File: src/rtl/onehot_sweep_seq.sv
// One-hot sweep sequencer: walks a single set bit across N lines, optionally
// returning to a home slot between positions, with trailing blank slots.
module onehot_sweep_seq #(
    parameter int N = 8,
    parameter int HOLD = 1,
    parameter int INTERLEAVE = 1,
    parameter int BLANKS = 2,
    localparam int ACT = (INTERLEAVE != 0) ? 2 * (N - 1) : N,
    localparam int L = ACT + BLANKS,
    localparam int SW = (L > 1) ? $clog2(L) : 1,
    localparam int PW = (HOLD > 1) ? $clog2(HOLD) : 1
) (
    input  logic          clk,
    input  logic          reset,
    input  logic          en,
    input  logic [1:0]    mode,
    input  logic          oneshot,
    input  logic          start,
    output logic [N-1:0]  count,
    output logic [SW-1:0] slot,
    output logic          busy,
    output logic          frame_done
);

    typedef enum logic {RUN, IDLE} state_t;

    state_t        state, state_n;
    logic [SW-1:0] slot_n;
    logic [PW-1:0] presc, presc_n;
    logic          down, down_n;
    logic          fd, fd_n;
    logic          dir_sel;
    logic          hit;
    int            idx;
    int            s;

    // Direction for the frame about to start; bounce flips the last one.
    always_comb begin
        dir_sel = 1'b0;
        unique case (mode)
            2'b01:   dir_sel = 1'b1;
            2'b10:   dir_sel = ~down;
            default: dir_sel = 1'b0;
        endcase
    end

    always_comb begin
        state_n = state;
        slot_n  = slot;
        presc_n = presc;
        down_n  = down;
        fd_n    = 1'b0;
        unique case (state)
            RUN: begin
                if (en) begin
                    if (presc == PW'(HOLD - 1)) begin
                        presc_n = '0;
                        if (slot == SW'(L - 1)) begin
                            fd_n   = 1'b1;
                            slot_n = '0;
                            if (oneshot) state_n = IDLE;
                            else         down_n  = dir_sel;
                        end else begin
                            slot_n = slot + 1'b1;
                        end
                    end else begin
                        presc_n = presc + 1'b1;
                    end
                end
            end
            IDLE: begin
                slot_n  = '0;
                presc_n = '0;
                if (start) begin
                    state_n = RUN;
                    down_n  = dir_sel;
                end
            end
            default: state_n = RUN;
        endcase
    end

    always_ff @(posedge clk) begin
        if (reset) begin
            state <= RUN;
            slot  <= '0;
            presc <= '0;
            down  <= 1'b0;
            fd    <= 1'b0;
        end else begin
            state <= state_n;
            slot  <= slot_n;
            presc <= presc_n;
            down  <= down_n;
            fd    <= fd_n;
        end
    end

    // Pattern is a pure decode of slot and direction: no extra latency.
    always_comb begin
        hit   = 1'b0;
        idx   = 0;
        s     = int'(slot);
        count = '0;
        if (state == RUN && s < ACT) begin
            hit = 1'b1;
            if (INTERLEAVE != 0) begin
                if (s % 2 == 0) idx = 0;
                else if (down)  idx = N - 1 - s / 2;
                else            idx = s / 2 + 1;
            end else begin
                idx = down ? N - 1 - s : s;
            end
        end
        for (int i = 0; i < N; i++)
            count[i] = hit && (idx == i);
    end

    assign busy       = (state == RUN);
    assign frame_done = fd;

endmodule

File: config.mk
export PLATFORM = sky130hd
export DESIGN_NAME = onehot_sweep_seq
export DESIGN_NICKNAME = d
export VERILOG_FILES = /design/src/rtl/onehot_sweep_seq.sv
export SDC_FILE = /design/constraint.sdc
export NUM_CORES = 1
export LEC_CHECK = 0
export ABC_AREA = 1
export BUFFER_PORTS_ARGS = -buffer_cell sky130_fd_sc_hd__buf_2
export CAP_MARGIN = 20
export CELL_PAD_IN_SITES_DETAIL_PLACEMENT = 0
export CELL_PAD_IN_SITES_GLOBAL_PLACEMENT = 1
export CORE_MARGIN = 2
export CORE_UTILIZATION = 30
export DETAILED_ROUTE_END_ITERATION = 10
export PLACE_DENSITY = 0.72
export SKIP_LAST_GASP = 1
export SYNTH_ARGS = -nofsm -noshare
export SYNTH_HDL_FRONTEND = slang
export SYNTH_SLANG_ARGS = --single-unit
File: constraint.sdc
create_clock -name clk -period 1.6 [get_ports clk]
set_clock_uncertainty 0.2 [all_clocks]
set_input_delay 0.08 -clock clk [delete_from_list [all_inputs] [get_ports clk]]
set_output_delay 0.08 -clock clk [all_outputs]
set_load 0.01 [all_outputs]
After elaboration in Yosys (flattened, before gate mapping)
Cells that the tools add are included.

Output and inout port bits: 14. Memories kept: 0. Bits in registers: 8. Bits in writable memories: 0. Logic and storage cells: 67. Bits in read-only memories: 0. Bits of input ports: 7. Latch bits: 0.

Multipliers: 0. Mux-type cells: 25. Shift-type cells: 0. Reductions and logical operators: 14. $lt $le $gt $ge: 1. Bitwise operators: 3. Add/subtract/negate cells: 4. Divide/modulo/power cells: 0. Eq/ne operators: 15.

Operators with widths (number): 32-bit by 4-bit equality test with 1-bit output, second input constant (4); 32-bit 2-to-1 mux (3); 32-bit by 3-bit equality test with 1-bit output, second input constant (2); 32-bit logical NOT (2); 32-bit by 2-bit equality test with 1-bit output, second input constant (1); 1-bit 2-to-1 mux (14); 4-bit 2-to-1 mux (3); 1-bit logical AND (9); 2-bit inequality test, second input constant (4); 1-bit one-hot mux with 2 select lines (4); 4-bit one-hot mux with 2 select lines (1); 5-bit AND reduction (1); 3-bit by 1-bit adder with 4-bit output, second input constant (1); 4-bit by 1-bit adder with 4-bit output, second input constant (1); 4-bit equality test, second input constant (1); 4-bit less-than comparator, second input constant (1); 4-bit OR reduction (1); 3-bit by 3-bit subtractor with 4-bit output, first input constant (1); 1-bit inverter (3); 2-bit by 1-bit equality test with 1-bit output, second input constant (1); 2-bit equality test, second input constant (1); 2-bit by 1-bit inequality test with 1-bit output, second input constant (1); 2-bit AND reduction (1); 1-bit adder, second input constant (1).

Logic depth before layout (Yosys ltp)
Gate-level depths: netlist (run 1).

Depth after elaboration: 7. Depth in mapped cells: 8. Mapped depth without buffers: 8.

Worst setup path after synthesis (run 1)
No wires, ideal clock.

Kind: reg2out. Start: reg slot[2]. End: out count[4]. Data arrival time: 1.225 ns. Cell stages (with the launch flop): 8. Required time: 1.320 ns. Buffers on the path: 0. Path slack: 0.095 ns. Cells stage by stage: dfxtp_1 -> ha_1 -> nor2_1 -> nand2_1 -> nand2_2 -> nor2_4 -> nand2_4 -> nor2_1.

Word-level cells in the longest chain between the ends: 6. Elaborated cells on any way between the ends: 10. Classes of those cells: add/sub (2); order compare (1); eq/ne (1); mux (4); reduce/logical (2).

RTL lines: start, declared (line 20) `output logic [SW-1:0] slot,`; start signal, assigned (line 92) `slot <= slot_n;`; 3-bit by 1-bit adder with 4-bit output or 3-bit by 3-bit subtractor with 4-bit output (tied branches) (line 110, 109); 32-bit 2-to-1 mux (line 109) `else if (down) idx = N - 1 - s / 2;`; 32-bit 2-to-1 mux (line 108) `if (s % 2 == 0) idx = 0;`; 32-bit 2-to-1 mux (line 105) `if (state == RUN && s < ACT) begin`; 32-bit by 4-bit equality test with 1-bit output (line 116) `count[i] = hit && (idx == i);`; 1-bit logical AND (*) (line 116); end, declared (line 19) `output logic [N-1:0] count,`.

Every way passes the cells marked *; elsewhere a longest branch is shown, timed or not.

Worst setup path in the final report (run 1)
Start: reg slot[1]. End: out count[2].

Word-level cells in the longest chain between the ends: 6. Elaborated cells on any way between the ends: 10. Classes of those cells: add/sub (2); order compare (1); eq/ne (1); mux (4); reduce/logical (2).

RTL lines (line): 3-bit by 1-bit adder with 4-bit output or 3-bit by 3-bit subtractor with 4-bit output (tied branches) (110, 109); 32-bit 2-to-1 mux (109); 32-bit 2-to-1 mux (108); 32-bit 2-to-1 mux (105); 32-bit by 3-bit equality test with 1-bit output (116); 1-bit logical AND (*) (116).

Marked as above.

==> impl_results.md, run 1 <==
* Outcome: finished, violations left
* Violated checks: negative setup slack
* Finished Core Util at between 40% and 50%
* P_int at around 0.32 mW
* Slew Viols, Final at 0
* Leak at around 0.44 nW
* Routability cong. at approximately 0.76
* Cell variety after synth at 18
* Reg-to-Reg Start: slot[1]
* Most frequent cells in the layout: buf_2, nand2_1, nor2_1, inv_1
* P&R area growth vs syn at 42.6%
* Placed inst area at around 740 µm²
* RSZ-0062 raised after global routing: yes
* F_max at approximately 0.57 GHz
* R2R cell count at 6
* CORE AREA at 1900 µm²
* Gate Count Post-Synth at 96
* Maximum VDD drop at around 300 µV
* Sw Pwr at 0.128 mW
* Crit Reg-Reg Endpoint: slot[3]
* Worst-margin pin slew at ~0.22 ns
* Port Buffers at 20
* Netlist Area Pre-Place at 588 µm²
* CP startpoint kind: flip-flop
* Chip width at between 40 and 50 µm
* CP Class: flip-flop to output port
* WP data required at 1.32 ns
* Layout cells sized above 1 at 37.8%
* Clock Latency Late Sink at 0.26 ns
* Final Cell Area at 838 µm²
* CTS H-tree lvls at 1
* Cell row count at 16
* # IOs at 21
* FILL cells at 209
* Fin nets at 140
* First-pass GRT wire length at 2.12 mm
* CTS clk-pin slew, worst paths at around 0.050 ns
* DR vias at 666
* Setup ws final at -0.146 ns
* Sink Count at 7
* Commonest non-fill, non-tap cell in the layout: buf_2
* Worst Path Max Fanout at 4
* Clk network pwr share at 36.5%
* Final setup fails at 8
* Hold Path Cell Cnt at 7
* Die height at ~48 µm
* Rel. slew slack at 85.0%
* Antenna viol nets, final at 0
* Tot GR Track Use at 13.5%
* Reg2Reg Setup Slack at around 0.29 ns
* Vias in the first global route at around 580
* Syn nets at approximately 110
* Share of the yosys chip area belonging to registers at 23.8%
* CTS tree: yes
* Largest net degree at the start of global routing at 7
* DRC Markers at 0
* Hold_sp: mode[1]
* Setup TNS at -0.994 ns
* Post-DR vias/cell at 4.32
* Sw Share at 28.4%
* Final wirelength at between 1 and 1.5 mm
* First DRT Iteration DRCs at 4
* Syn avg cell area at about 6 µm²
* Antenna Cells at 0
* Path category of the worst min-delay check: input pin to flip-flop
* CTS Root Cell: clkbuf_4
* Die Area at about 2300 µm²
* Multi-input logic area at between 300 and 400 µm²
* Reg area at 144 µm²
* Setup crit end kind: output port
* Pre-CTS WS at 0.0635 ns
* Post-route clock period utilization at 109%
* Pwr dens at between 500 and 600 nW/µm²
* Max_cap viols at 0
* Routed len/inst at ~8.8 µm
* Flop pwr share at 41.7%
* Minimum clock period at approximately 1.7 ns
* Max clock buf depth at 2
* Worst Hold End: down
* Detailed placer's ending HPWL at 1.13 mm
* YS warnings at 0
* Hold Vio Cnt, Final at 0
* Gate power share at between 20% and 30%
* Initial antenna violation count at 0
* Remaining Overflow, GRT at 0
* TritonCTS Buffers at 3
* DRT Pass-1 Iters at 3
* Initial Util at a little over 30%
* Register bit total from synthesis at 7
* Critical Path AT at 1.47 ns
[final cells by class]
type / instances / share of cell area (%)
clock buffers: 4 / 3.13
inverters: 20 / 9.25
multi-input cells: 69 / 47.0
flip-flops and latches: 7 / 17.2
well taps: 27 / 4.03
repair buffers: 27 / 19.4
[registers in the layout (all words and copies together) (netlist names)]
register and count:
state 1, frame_done 1, down 1, slot 4
[critical path: stages, from the launching register on]
cell and delay, ns:
dfxtp_2 0.35, ha_4 0.26, nor2_1 0.03, nor2_1 0.09
nand2_1 0.10, inv_2 0.09, nand3_2 0.07, nor2_2 0.09
buf_2 0.13
[synthesized netlist by cell type (all sizes together)]
cell type / instances / share of area [%]
o21ai: 3 / 4.5
nor3: 3 / 2.6
nor2: 23 / 18
ha: 5 / 11
a21oi: 5 / 4.3
inv: 20 / 13
o21a: 1 / 1.3
nand2: 24 / 18
nand3: 5 / 4.3
dfxtp: 7 / 24
[logic make-up after synthesis]
kind of cell,Yosys count,share of synthesized area (%)
buffers and inverters,20,13.2
adder cells (fa/ha/maj),5,10.6
flip-flops,7,23.8
AO/OA/AOI/OAI,9,10.0
AND/OR/NAND/NOR,55,42.3
[power by group through the flow]
stage | Combinational (mW) | Clock (mW) | Sequential, mW
after floorplan | 0.0497 | 0 | 0.191
after global placement | 0.0853 | 0 | 0.187
after detailed placement | 0.0856 | 0 | 0.188
after CTS | 0.0996 | 0.165 | 0.186
after global routing | 0.113 | 0.184 | 0.187
final | 0.0978 | 0.164 | 0.187
[routing by layer]
layer	GRT usage [%]	wire length, µm
met3	2.22	80
met1	14.3	579
met4	9.73	38
met5	0	0
met2	23.7	660
[worst max path at each step]
stage	cells past startpoint	end	from	slack, ns
6_report	8	count[2]	slot[1]	-0.15
5_1_grt	8	count[6]	slot[1]	-0.25
2_1_floorplan	7	count[4]	slot[2]	0.1
3_3_place_gp	8	count[2]	slot[1]	0.07
3_5_place_dp	8	count[2]	slot[1]	0.06
4_1_cts	8	count[2]	slot[1]	-0.16
[timing repair]
item / 4_1_cts / 5_1_grt
setup endpoints to repair: 8 / 8
buffers inserted: 1 / 0
hold buffers: 4 / 0
pin swaps: 1 / 0
gates resized for setup: 8 / 1
hold endpoints to repair: 7 / 0
[per-stage QoR]
step / hold WS (ns) / std cells / total power [mW]
after floorplan: -0.0509 / 96 / 0.240
after CTS: 0.118 / 154 / 0.451
final: 0.111 / 154 / 0.448
after detailed placement: 0.0954 / 145 / 0.274
after global routing: 0.161 / 154 / 0.485
after global placement: 0.0951 / 145 / 0.273
Note: power is estimated with default switching activity, not from simulation.
==> inputs of run 2 (changes only) <==
==> constraint.sdc (replaced) <==
create_clock -name clk -period 1.9 [get_ports clk]
set_clock_uncertainty 0.2 [all_clocks]
set_input_delay 0.095 -clock clk [delete_from_list [all_inputs] [get_ports clk]]
set_output_delay 0.095 -clock clk [all_outputs]
set_load 0.01 [all_outputs]
==> run 2 against run 1 <==
  * The flow now finishes without violations
  * Clock power down 16%
  * Cell count unchanged
  * Worst setup slack better by 0.26 ns
  * Largest cell class unchanged
  * Sequential power down 16%
  * Clock-buffer cell count unchanged
  * Critical endpoint is now count[0]
  * Register-to-register slack better by 0.28 ns
  * Design area up 0.45%
  * Highest routed layer unchanged
==> impl_results.md, run 2 (same netlist as run 1, synthesis figures left out) <==
* Minimum clock period at approximately 1.8 ns
* DRC Markers at 0 (unchanged)
* Die Area at 2330 µm² (unchanged)
* Final setup fails at 0 (was 8)
* Most frequent cells in the layout: buf_2, nand2_1, inv_1, nor2_1, nor2_2 (was buf_2, nand2_1, nor2_1, inv_1)
* CP startpoint kind: flip-flop (unchanged)
* Total Power at 0.374 mW (was 0.448 mW)
* Outcome: completed (was finished, violations left)
* Post-route clock period utilization at about 94%
* Pwr dens at 445 nW/µm² (was 535 nW/µm²)
* Maximum VDD drop at 198 µV (was 299 µV)
* Max clock buf depth at 2 (unchanged)
* Initial antenna violation count at 0 (unchanged)
* Clock Latency Late Sink at 0.25 ns (was 0.26 ns)
* Chip width at 48.3 µm (unchanged)
* CP Class: flip-flop to output port (unchanged)
* Worst Path Max Fanout at 5 (was 4)
* Critical Path AT at 1.49 ns (was 1.47 ns)
* Antenna Cells at 0 (unchanged)
* Worst-margin pin slew at 0.224 ns (about the same)
* Commonest non-fill, non-tap cell in the layout: buf_2 (unchanged)
* CORE AREA at 1900 µm² (unchanged)
* First-pass GRT wire length at 2.14 mm (was 2.12 mm)
* Slew Viols, Final at 0 (unchanged)
* Rel. slew slack at 85.1% (was 85.0%)
* Leak at 0.442 nW (about the same)
* CTS Root Cell: clkbuf_4 (unchanged)
* Setup crit end kind: output port (unchanged)
* Largest register by flop count: slot (unchanged)
* Remaining Overflow, GRT at 0 (unchanged)
* Layout cells sized above 1 at 37.8% (unchanged)
* P&R area growth vs syn at 43.2% (was 42.6%)
* Routed len/inst at 8.85 µm (was 8.82 µm)
* Hold Path Cell Cnt at 7 (unchanged)
* TritonCTS Buffers at 3 (unchanged)
* Final wirelength at 1.36 mm (about the same)
* Routability cong. at 0.718 (was 0.756)
* Hold Vio Cnt, Final at 0 (unchanged)
* Port Buffers at 20 (unchanged)
* Post-DR vias/cell at 4.23 (was 4.32)
* CP Cell Sequence: ha_4, nor2_2, nor2_1, nand2_1, a21oi_1, nor2_1, buf_2 (was ha_4, nor2_1, nor2_1, nand2_1, inv_2, nand3_2, nor2_2, buf_2)
* DR vias at 651 (was 666)
* CTS H-tree lvls at 1 (unchanged)
* Largest net degree at the start of global routing at 9 (was 7)
* Cell row count at 16 (unchanged)
* First DRT Iteration DRCs at 7 (was 4)
* Die height at 48.3 µm (unchanged)
* Finished Core Util at 44.3% (was 44.1%)
* Detailed placer's ending HPWL at 1.07 mm (was 1.13 mm)
* Fin nets at 140 (unchanged)
* Critical-path top delay cell: dfxtp_4 (was dfxtp_2)
* WP data required at 1.60 ns (was 1.32 ns)
* DRT Pass-1 Iters at 4 (was 3)
* Tot GR Track Use at 13.4% (was 13.5%)
* Worst path most repeated cell: nor2_1 (unchanged)
* Initial Util at 30.9% (unchanged)
* Antenna viol nets, final at 0 (unchanged)
* RSZ-0062 raised after global routing: yes (unchanged)
* Max_cap viols at 0 (unchanged)
* R2R cell count at 4 (was 6)
* Vias in the first global route at 563 (was 581)
* F_max at approximately 0.56 GHz
* CTS tree: yes (unchanged)
* Sink Count at 7 (unchanged)
* CTS clk-pin slew, worst paths at 0.05 ns (about the same)
* Max stage delay on crit path at 0.36 ns (was 0.35 ns)
* Path category of the worst min-delay check: input pin to flip-flop (unchanged)
* # IOs at 21 (unchanged)
* Number of flip-flops in the largest register at 4 (unchanged)
## run 2: worst paths after layout
kind           start        to  slack [ns]
max          slot[2]  count[0]        0.12
min          mode[1]      down        0.11
max reg2reg  slot[1]   slot[1]        0.57
min reg2reg    state     state        0.34
## run 2: routing by layer
layer | share of wire (%) | GRT usage, %
met1 | 42 | 13.7
met2 | 50 | 24.7
met3 | 6.0 | 2.59
met4 | 1.4 | 8.11
met5 | 0 | 0
## run 2: area by class of cell
class                           count  area, µm²
Fill cell                         217       1060
Multi-Input combinational cell     69        395
Timing Repair Buffer               27        163
Sequential cell                     7        146
Inverter                           20       77.6
Tap cell                           27       33.8
Clock buffer                        4       26.3
## run 2: report_power, final
group / switching [mW] / total [mW] / internal, mW
Combinational: 0.0428 / 0.0791 / 0.0363
Clock: 0.0579 / 0.138 / 0.0803
Sequential: 0.00683 / 0.157 / 0.150
Total: 0.107 / 0.374 / 0.267
## run 2: repair_timing
item                                    in CTS  in global routing
hold endpoints to repair                     6                  0
buffers inserted                             0                  3
hold buffers                                 4                  0
endpoints found under the setup margin       0                  8
resized for setup                            0                 10
## run 2: worst max-delay path: cells and delay by family (launching register included)
family / cells / cell delay (ns)
AOI/OAI and AO/OA: 1 / 0.20
and+or+nand+nor: 4 / 0.28
buffers and inverters: 1 / 0.14
DFF: 1 / 0.36
adders and majority gates: 1 / 0.26
## run 2: per-stage QoR
step           cell area (µm²)  hold WS, ns  cells  TNS (ns)  worst slack [ns]
2_1_floorplan              588      -0.0359     96         0             0.380
3_3_place_gp               722        0.109    143         0             0.302
3_5_place_dp               722       0.0997    143         0             0.302
4_1_cts                    788        0.112    151         0            0.0161
5_1_grt                    842        0.177    154    -0.124           -0.0335
6_report                   842        0.113    154         0             0.118
